--- src/rtl/wb_pkg.sv ---
// Shared types and constants for the writeback stage.
package wb_pkg;

    localparam int unsigned WAIT_CNT_W = 16;

    // Writeback source select; code 3 is reserved and behaves like SEL_ALU.
    typedef enum logic [1:0] {
        SEL_ALU  = 2'd0,
        SEL_MEM  = 2'd1,
        SEL_LINK = 2'd2
    } wb_sel_e;

    typedef enum logic [1:0] {
        LD_B = 2'd0,
        LD_H = 2'd1,
        LD_W = 2'd2,
        LD_D = 2'd3
    } ld_size_e;

    typedef enum logic {
        IDLE     = 1'b0,
        WAIT_MEM = 1'b1
    } wb_state_e;

endpackage

--- src/rtl/wb_load_align.sv ---
// Combinational load aligner: picks the addressed lane out of the memory word,
// sign- or zero-extends it and flags accesses that are not naturally aligned.
module wb_load_align
    import wb_pkg::*;
#(
    parameter int unsigned  DATA_W = 32,
    localparam int unsigned OFF_W  = $clog2(DATA_W / 8),
    localparam int unsigned BIT_W  = $clog2(DATA_W)
) (
    input  logic [DATA_W-1:0] rdata,
    input  ld_size_e          size,
    input  logic              is_signed,
    input  logic [OFF_W-1:0]  byte_off,
    output logic [DATA_W-1:0] data,
    output logic              misalign
);

    logic [DATA_W-1:0] shifted;
    logic [BIT_W-1:0]  msb;
    logic              fill;

    // Shift the addressed lane down to bit 0, then overwrite everything above the field MSB.
    always_comb begin
        shifted  = rdata >> {byte_off, 3'b000};
        msb      = BIT_W'(7);
        misalign = 1'b0;
        unique case (size)
            LD_B: msb = BIT_W'(7);
            LD_H: begin
                msb      = BIT_W'(15);
                misalign = byte_off[0];
            end
            LD_W: begin
                msb      = BIT_W'(31);
                misalign = |byte_off[1:0];
            end
            LD_D: begin
                msb      = BIT_W'(DATA_W - 1);
                // A doubleword does not exist on a 32-bit datapath.
                misalign = (DATA_W != 64) || (|byte_off);
            end
        endcase
        fill = is_signed & shifted[msb];
        data = shifted;
        for (int i = 0; i < DATA_W; i++) begin
            if (i > int'(msb)) begin
                data[i] = fill;
            end
        end
    end

endmodule

--- src/rtl/wb_stage.sv ---
// Registered writeback stage: selects ALU / load / link data, waits a bounded
// number of cycles for late load data and drives the register-file write port.
module wb_stage
    import wb_pkg::*;
#(
    parameter int unsigned  DATA_W   = 32,
    parameter int unsigned  REG_AW   = 4,
    parameter int unsigned  MAX_WAIT = 15,
    parameter int unsigned  ZERO_REG = 0,
    localparam int unsigned OFF_W    = $clog2(DATA_W / 8)
) (
    input  logic                  clk,
    input  logic                  rst,
    input  logic                  in_valid,
    output logic                  in_ready,
    input  logic [1:0]            in_sel,
    input  logic [DATA_W-1:0]     in_alu,
    input  logic [DATA_W-1:0]     in_link,
    input  logic [REG_AW-1:0]     in_rd,
    input  logic                  in_we,
    input  logic [1:0]            in_ld_size,
    input  logic                  in_ld_signed,
    input  logic [OFF_W-1:0]      in_byte_off,
    input  logic                  mem_valid,
    input  logic [DATA_W-1:0]     mem_rdata,
    input  logic                  flush,
    output logic                  rf_we,
    output logic [REG_AW-1:0]     rf_waddr,
    output logic [DATA_W-1:0]     rf_wdata,
    output logic                  fwd_valid,
    output logic [REG_AW-1:0]     fwd_addr,
    output logic [DATA_W-1:0]     fwd_data,
    output logic                  err_misalign,
    output logic                  err_timeout,
    output logic [WAIT_CNT_W-1:0] wait_cycles
);

    wb_state_e             state_q;
    logic [WAIT_CNT_W-1:0] cnt_q;
    logic [WAIT_CNT_W-1:0] cnt_next;

    // Load instruction parked while waiting for memory data.
    logic [REG_AW-1:0]     lat_rd;
    logic                  lat_we;
    ld_size_e              lat_size;
    logic                  lat_signed;
    logic [OFF_W-1:0]      lat_off;

    logic                  rf_we_q;
    logic [REG_AW-1:0]     rf_waddr_q;
    logic [DATA_W-1:0]     rf_wdata_q;
    logic                  err_misalign_q;
    logic                  err_timeout_q;
    logic [WAIT_CNT_W-1:0] wait_cycles_q;

    ld_size_e              al_size;
    logic                  al_signed;
    logic [OFF_W-1:0]      al_off;
    logic [DATA_W-1:0]     al_data;
    logic                  al_misalign;

    logic                  in_is_load;
    logic [DATA_W-1:0]     in_wdata;
    logic                  in_wr_ok;
    logic                  lat_wr_ok;

    // Decode the incoming instruction and steer the aligner to live or parked load fields.
    always_comb begin
        in_is_load = (in_sel == SEL_MEM);
        in_wdata   = (in_sel == SEL_LINK) ? in_link : in_alu;
        in_wr_ok   = in_we && !((ZERO_REG != 0) && (in_rd == '0));
        lat_wr_ok  = lat_we && !((ZERO_REG != 0) && (lat_rd == '0));
        cnt_next   = cnt_q + WAIT_CNT_W'(1);
        if (state_q == IDLE) begin
            al_size   = ld_size_e'(in_ld_size);
            al_signed = in_ld_signed;
            al_off    = in_byte_off;
        end else begin
            al_size   = lat_size;
            al_signed = lat_signed;
            al_off    = lat_off;
        end
    end

    wb_load_align #(
        .DATA_W (DATA_W)
    ) u_align (
        .rdata     (mem_rdata),
        .size      (al_size),
        .is_signed (al_signed),
        .byte_off  (al_off),
        .data      (al_data),
        .misalign  (al_misalign)
    );

    // FSM with registered write-port and error outputs; rf_we/err_misalign default to a pulse.
    always_ff @(posedge clk) begin
        if (rst) begin
            state_q        <= IDLE;
            cnt_q          <= '0;
            lat_rd         <= '0;
            lat_we         <= 1'b0;
            lat_size       <= LD_B;
            lat_signed     <= 1'b0;
            lat_off        <= '0;
            rf_we_q        <= 1'b0;
            rf_waddr_q     <= '0;
            rf_wdata_q     <= '0;
            err_misalign_q <= 1'b0;
            err_timeout_q  <= 1'b0;
            wait_cycles_q  <= '0;
        end else begin
            rf_we_q        <= 1'b0;
            err_misalign_q <= 1'b0;
            case (state_q)
                IDLE: begin
                    if (in_valid && !flush) begin
                        if (in_is_load && !mem_valid) begin
                            lat_rd     <= in_rd;
                            lat_we     <= in_we;
                            lat_size   <= ld_size_e'(in_ld_size);
                            lat_signed <= in_ld_signed;
                            lat_off    <= in_byte_off;
                            cnt_q      <= '0;
                            state_q    <= WAIT_MEM;
                        end else if (in_is_load) begin
                            rf_waddr_q     <= in_rd;
                            rf_wdata_q     <= al_data;
                            rf_we_q        <= in_wr_ok && !al_misalign;
                            err_misalign_q <= al_misalign;
                        end else begin
                            rf_waddr_q <= in_rd;
                            rf_wdata_q <= in_wdata;
                            rf_we_q    <= in_wr_ok;
                        end
                    end
                end
                WAIT_MEM: begin
                    if (wait_cycles_q != '1) begin
                        wait_cycles_q <= wait_cycles_q + WAIT_CNT_W'(1);
                    end
                    if (flush) begin
                        // Flush wins over data arriving in the same cycle.
                        state_q <= IDLE;
                    end else if (mem_valid) begin
                        rf_waddr_q     <= lat_rd;
                        rf_wdata_q     <= al_data;
                        rf_we_q        <= lat_wr_ok && !al_misalign;
                        err_misalign_q <= al_misalign;
                        state_q        <= IDLE;
                    end else if (cnt_next == WAIT_CNT_W'(MAX_WAIT)) begin
                        err_timeout_q <= 1'b1;
                        state_q       <= IDLE;
                    end else begin
                        cnt_q <= cnt_next;
                    end
                end
                default: state_q <= IDLE;
            endcase
        end
    end

    assign in_ready     = (state_q == IDLE);
    assign rf_we        = rf_we_q;
    assign rf_waddr     = rf_waddr_q;
    assign rf_wdata     = rf_wdata_q;
    assign fwd_valid    = rf_we_q;
    assign fwd_addr     = rf_waddr_q;
    assign fwd_data     = rf_wdata_q;
    assign err_misalign = err_misalign_q;
    assign err_timeout  = err_timeout_q;
    assign wait_cycles  = wait_cycles_q;

endmodule

--- config.mk ---
export PLATFORM = sky130hd
export DESIGN_NAME = wb_stage
export DESIGN_NICKNAME = d
export VERILOG_FILES = /design/src/rtl/wb_pkg.sv /design/src/rtl/wb_load_align.sv /design/src/rtl/wb_stage.sv
export SDC_FILE = /design/constraint.sdc
export NUM_CORES = 1
export LEC_CHECK = 0
export ABC_CLOCK_PERIOD_IN_PS = 2600
export CAP_MARGIN = 25
export CORE_ASPECT_RATIO = 0.7
export CORE_MARGIN = 4
export CORE_UTILIZATION = 35
export CTS_CLUSTER_SIZE = 14
export DETAILED_ROUTE_END_ITERATION = 12
export HOLD_SLACK_MARGIN = 0.05
export PLACE_DENSITY = 0.71
export SLEW_MARGIN = 20
export SYNTH_ARGS = -nofsm -noshare
export SYNTH_HDL_FRONTEND = slang
export SYNTH_SLANG_ARGS = --single-unit
--- constraint.sdc ---
create_clock -name clk -period 2.6 [get_ports clk]
set_input_delay 0.52 -clock clk [delete_from_list [all_inputs] [get_ports clk]]
set_output_delay 0.52 -clock clk [all_outputs]
set_load 0.03 [all_outputs]
==> results_dict.tcl, run 1 <==
set metrics [dict create \
    met2_usage_pct 32.1 \
    synth_seq_area_share_pct 32.2 \
    async_flop_share_pct 0 \
    core_um2 14100 \
    num_io_pins 206 \
    synth_edf_count 0 \
    clk_latency_ns 0.34 \
    finalCritPeriodShare_pct 94.4 \
    run_status "finished clean" \
    tightest_slew_ns 0.475 \
    vias_per_cell 5.19 \
    holdWs_ns 0.456 \
    dp_slack_ns -0.109 \
    slew_headroom_pct 67.4 \
    cts_resized 0 \
    critPathRequiredTime_ns 2.88 \
    drtIter0Drc 354 \
    antenna_found_initial 0 \
    peakVddDrop_uv 298 \
    ys_types 64 \
    grtUsageMet3_pct 6.03 \
    multiInputGateArea_um2 3000 \
    die_area_um2 16600 \
    cp_max_fo 16 \
    cts_setup_buffers 0 \
    p_int_uw 2460 \
    hold_end "err_timeout$_SDFFE_PP0P_" \
    r2r_setup_slack_ns 0.15 \
    postLayoutCoreUtil_pct 54.8 \
    detail-route-antenna-nets 0 \
    worst_setup_path_end_kind "flop" \
    synth.yosys.warnings 0 \
    die-height_um 109 \
    hold_viol_final 0 \
    p_switching_uw 1030 \
    area.growth.synth_to_final_pct 51.6 \
    avgRoutedWirePerCell_um 17.3 \
    cts.path.max_buffers 2 \
    die_w_um 152 \
    cts_root_buf "clkbuf_16" \
    power_density_nw_per_um2 452 \
    yosys.area.top_type_share_pct 32.2 \
    gp_congestion 0.883 \
    fmax_mhz 407 \
    p_leak_uw 0.00299 \
    drc 0 \
    grt_max_degree 48 \
    hold_buffers 0 \
    dp_hpwl_mm 13.6 \
    grtUsageTotal_pct 20.7 \
    synth_area_leaders "dfxtp_1 32%, nand2_1 8.3%, mux2i_1 6.9%" \
    drive_gt1_share_pct 10.9 \
    fin_crit_ns 2.45 \
    reg2regPathDepth 9 \
    crit_type "flop to flop" \
    setup_viol 0 \
    cts_tree "done" \
    n_antenna_cell 0 \
    synthFlopType "dfxtp_1" \
    hp-class "flop to flop" \
    grt_pass1_wl_mm 27.6 \
    p_clk_share_pct 38.6 \
    fillers 1340 \
    p_comb_share_pct 23.5 \
    power.total_uw 3490 \
    grt_pass1_vias 5091 \
    synthTopCellsByCount "113 x nand2_1, 82 x dfxtp_1, 59 x nor2_1, 56 x a21oi_1, 38 x buf_4" \
    grt-ovfl-total 0 \
    fin_tns_setup_ns 0 \
    rsz0062_at_grt "no" \
    reg2reg_to "cnt_q[2]$_SDFFE_PP0P_" \
    routed_wl_mm 17.9 \
    max_cap_viol_count 0 \
    hold_start "err_timeout$_SDFFE_PP0P_" \
    synth-seq-cells 82 \
    pwr-share-seq_pct 37.9 \
    htreeDepth 3 \
    num_vias 5355 \
    worst_clock_skew_ns 0.00871 \
    firstDrtPassIters 5 \
    cts_sinks 82 \
    grt.busiest_layer "met2" \
    portBuffers 205 \
    numCtsBuffers 9 \
    synth_nets 766 \
    met1_usage_pct 28.7 \
    fin_ws_ns 0.145 \
    synth_area_um2 5100 \
    switching_share_pct 29.5 \
    worst_ep_arrival_time_ns 2.73 \
    start_util_pct 36.1 \
    rr_startpoint "cnt_q[0]$_SDFFE_PP0P_" \
    clk_pin_slew_ns 0.07 \
    hold-path-cell-count 2 \
    seqCellArea_um2 1640 \
    nets 952 \
    synth_cells 650 \
    syn-mean-instance-area_um2 7.84 \
    post-synth-top-count-cell "nand2_1" \
    synth_top_cell_by_area "dfxtp_1" \
    start_kind "flop" \
    final-max-slew-violation-count 0 \
    rows 36 \
]
-- power by group through the flow --
stage	Clock (uW)	Combinational [uW]	Sequential, uW
after floorplan	0	353	1410
after global placement	0	813	1350
after detailed placement	0	816	1350
after CTS	1370	821	1320
after global routing	1420	873	1330
final	1350	821	1320
-- metal layers --
layer | routed length (um) | share of wire (%)
met4 | 182 | 1.0
met1 | 8430 | 47
met2 | 7860 | 44
met5 | 0 | 0
met3 | 1400 | 7.8
-- sequential cells by signal, summed over array words and instances, names as in the netlist --
signal	cells
fwd_data	32
cnt_q	16
wait_cycles	16
fwd_addr	4
lat_rd	4
lat_off	2
lat_size	2
err_misalign	1
err_timeout	1
fwd_valid	1
lat_signed	1
lat_we	1
state_q	1
-- final cells by class --
type | instances | share of cell area, %
Sequential cell | 82 | 21.3
Timing Repair Buffer | 255 | 32.5
Clock inverter | 7 | 1.09
Multi-Input combinational cell | 480 | 38.8
Tap cell | 190 | 3.08
Clock buffer | 9 | 2.92
Inverter | 8 | 0.389
-- worst max path at each step --
| stage | from | slack [ns] | cells past startpoint | to |
|---|---|---|---|---|
| 5_1_grt | cnt_q[6]$_SDFFE_PP0P_ | 0.00004 | 9 | cnt_q[10]$_SDFFE_PP0P_ |
| 4_1_cts | cnt_q[0]$_SDFFE_PP0P_ | 0.03 | 9 | cnt_q[2]$_SDFFE_PP0P_ |
| 3_3_place_gp | in_byte_off[0] | -0.05 | 9 | fwd_data[22]$_SDFFE_PP0P_ |
| 6_report | cnt_q[0]$_SDFFE_PP0P_ | 0.15 | 9 | cnt_q[2]$_SDFFE_PP0P_ |
| 2_1_floorplan | cnt_q[0]$_SDFFE_PP0P_ | 0.12 | 9 | cnt_q[0]$_SDFFE_PP0P_ |
| 3_5_place_dp | in_byte_off[0] | -0.11 | 9 | fwd_data[23]$_SDFFE_PP0P_ |
-- critical path: stages, from the launching register on --
cell and delay, ns:
dfxtp_1 0.33, ha_2 0.22, nand4_1 0.15, or4_4 0.57, xor2_2 0.18, nand3_1 0.10
o41a_1 0.37, a21oi_4 0.16, buf_12 0.16, a221o_1 0.15
-- cell families (layout without fill, tap and decap cells) --
logic type	after synthesis	after routing	synth area share [%]
DFF	82	82	32.2
adders and majority gates	3	3	0.737
AOI/OAI and AO/OA	149	149	20.6
xor gates and xnor gates	21	21	3.61
and+or+nand+nor	268	268	25.2
muxes	39	39	7.81
buffers and inverters	88	279	9.87
-- stage by stage --
step                area, um^2  std cells
floorplan                 5100        650
global placement          7400       1015
detailed placement        7400       1015
CTS                       7700       1031
global route              7720       1031
finish                    7720       1031
-- placed cells by master (no fill, tap or decap), types with 13 or more instances in the layout --
cell type	synthesis	routed
buf_4	38	43
nor2_1	59	58
dfxtp_1	82	82
a31oi_1	18	18
mux2i_1	35	34
nand2_1	113	113
clkdlybuf4s50_1	0	204
nand3_1	17	17
and3_1	14	13
a21oi_1	56	56
xor2_1	16	15
Note: power is estimated with default switching activity, not from simulation.
==> inputs of run 2 (changes only) <==
--- a/config.mk
+++ b/config.mk
@@ -7,3 +7,2 @@
 export LEC_CHECK = 0
-export ABC_CLOCK_PERIOD_IN_PS = 2600
 export CAP_MARGIN = 25
==> constraint.sdc (replaced) <==
create_clock -name clk -period 2.6 [get_ports clk]
set_input_delay 0.78 -clock clk [delete_from_list [all_inputs] [get_ports clk]]
set_output_delay 0.78 -clock clk [all_outputs]
set_load 0.03 [all_outputs]
==> run 2 against run 1 <==
Effect of this change:
- critical path depth down 6
- wire length down 0.25%
- final cell count up 3.2%
- register-to-register slack worse by 0.04 ns
- combinational power up 4.4%
- flip-flop and latch count unchanged
- hold slack better by 0.0012 ns
- non-clock buffer count up 33
- largest cell class unchanged
- clock skew down 0.0046 ns
- global-route usage down 0.21 points
- fmax down 1.4%
==> results_dict.tcl, run 2 (same netlist as run 1, synthesis figures left out) <==
set metrics [dict create \
    fin_crit_ns 2.49 \
    finalCritPeriodShare_pct 95.8 \
    grtUsageTotal_pct 20.5 \
    rr_startpoint "cnt_q[0]$_SDFFE_PP0P_" \
    reg2reg_to "cnt_q[10]$_SDFFE_PP0P_" \
    cts_root_buf "clkbuf_16" \
    nets 985 \
    layout_common_cells "202 x clkdlybuf4s50_1, 113 x nand2_1, 81 x dfxtp_1" \
    cp_max_fo 7 \
    fmax_mhz 402 \
    p_leak_uw 0.00318 \
    max_cap_viol_count 0 \
    n_antenna_cell 0 \
    clk_latency_ns 0.34 \
    peakVddDrop_uv 345 \
    drc 0 \
    critPathRequiredTime_ns 1.82 \
    drtIter0Drc 347 \
    final-max-slew-violation-count 0 \
    cts_tree "done" \
    gp_congestion 0.937 \
    die-height_um 109 \
    setup_viol 0 \
    stdcell_area_um2 8000 \
    htreeDepth 3 \
    cts_sinks 82 \
    dp_slack_ns -0.389 \
    avgRoutedWirePerCell_um 16.8 \
    rsz0062_at_grt "yes" \
    reg2regPathDepth 9 \
    grt-ovfl-total 0 \
    tightest_slew_ns 0.580 \
    drive_gt1_share_pct 14.8 \
    crit_type "flop to primary output" \
    worst_clock_skew_ns 0.00415 \
    start_util_pct 36.1 \
    crit_start "state_q$_SDFF_PP0_" \
    die_w_um 152 \
    endpoint "in_ready" \
    portBuffers 205 \
    num_vias 5434 \
    numCtsBuffers 9 \
    fin_tns_setup_ns 0 \
    worst_ep_arrival_time_ns 1.71 \
    cts.path.max_buffers 2 \
    clk_pin_slew_ns 0.06 \
    fillers 1299 \
    run_status "finished clean" \
    area.growth.synth_to_final_pct 56.9 \
    hold_start "lat_rd[1]$_SDFFE_PP0P_" \
    grt_pass1_wl_mm 27.2 \
    rows 36 \
    worst_setup_path_end_kind "primary output" \
    num_io_pins 206 \
    firstDrtPassIters 5 \
    start_kind "flop" \
    dp_hpwl_mm 13.8 \
    vias_per_cell 5.11 \
    final_common_cell "clkdlybuf4s50_1" \
    hold_viol_final 0 \
    largest_reg_flops 32 \
    holdWs_ns 0.457 \
    hold_buffers 0 \
    routed_wl_mm 17.8 \
    core_um2 14100 \
    antenna_found_initial 0 \
    slew_headroom_pct 61.2 \
    dpl_cell_area_um2 7610 \
    die_area_um2 16600 \
    hp-class "flop to flop" \
    fin_ws_ns 0.110 \
    grt_max_degree 49 \
    power_density_nw_per_um2 436 \
    r2r_setup_slack_ns 0.11 \
    detail-route-antenna-nets 0 \
    grt_pass1_vias 5106 \
]
==> run 2: cell type report <==
type	count	area, um^2	share of cell area (%)
flip-flops and latches	82	1640	20.5
clock buffers	9	225	2.82
well taps	190	238	2.97
multi-input cells	480	3030	37.9
repair buffers	288	2750	34.4
clock inverters	7	78.8	0.986
inverters	8	30.0	0.375
==> run 2: power breakdown <==
group | internal (uW) | switching, uW
sequential | 1290 | 30.9
clock | 753 | 552
combinational | 435 | 422
total | 2480 | 1000
==> run 2: what timing repair did <==
| item | CTS | global route |
|---|---|---|
| endpoints found under the setup margin | 8 | 33 |
| resized for setup | 2 | 10 |
| buffers inserted | 1 | 3 |
| pin swaps | 0 | 1 |
| endpoints found under the hold margin | 0 | 0 |
==> run 2: per-layer routing <==
metal  GRT usage, %  vias to the layer above  share of wire (%)
li1               -                     2712                  -
met1           28.5                     2525                 49
met2           32.3                      180                 45
met3           5.12                       17                5.6
met4           4.36                        0                1.0
met5              0                        -                  0
==> run 2: worst max-delay path, stage by stage, from the launching register on <==
cell and delay [ns]:
dfxtp_2 0.37, buf_4 0.19, inv_1 0.11, clkdlybuf4s50_1 0.69
==> run 2: worst min path at each step <==
stage / endpoint / cells after the start
4_1_cts: lat_size[0]$_SDFFE_PP0P_ / 2
3_5_place_dp: lat_signed$_SDFFE_PP0P_ / 2
5_1_grt: lat_rd[0]$_SDFFE_PP0P_ / 2
3_3_place_gp: lat_rd[1]$_SDFFE_PP0P_ / 2
2_1_floorplan: lat_rd[0]$_SDFFE_PP0P_ / 2
6_report: lat_rd[1]$_SDFFE_PP0P_ / 2
==> run 2: metrics by stage <==
step | util, % | cells | power, uW
2_1_floorplan | - | 650 | 1760
3_3_place_gp | 54.0 | 1044 | 2190
3_5_place_dp | 54.0 | 1044 | 2200
4_1_cts | 56.2 | 1061 | 3520
5_1_grt | 56.7 | 1064 | 3640
6_report | 56.7 | 1064 | 3480
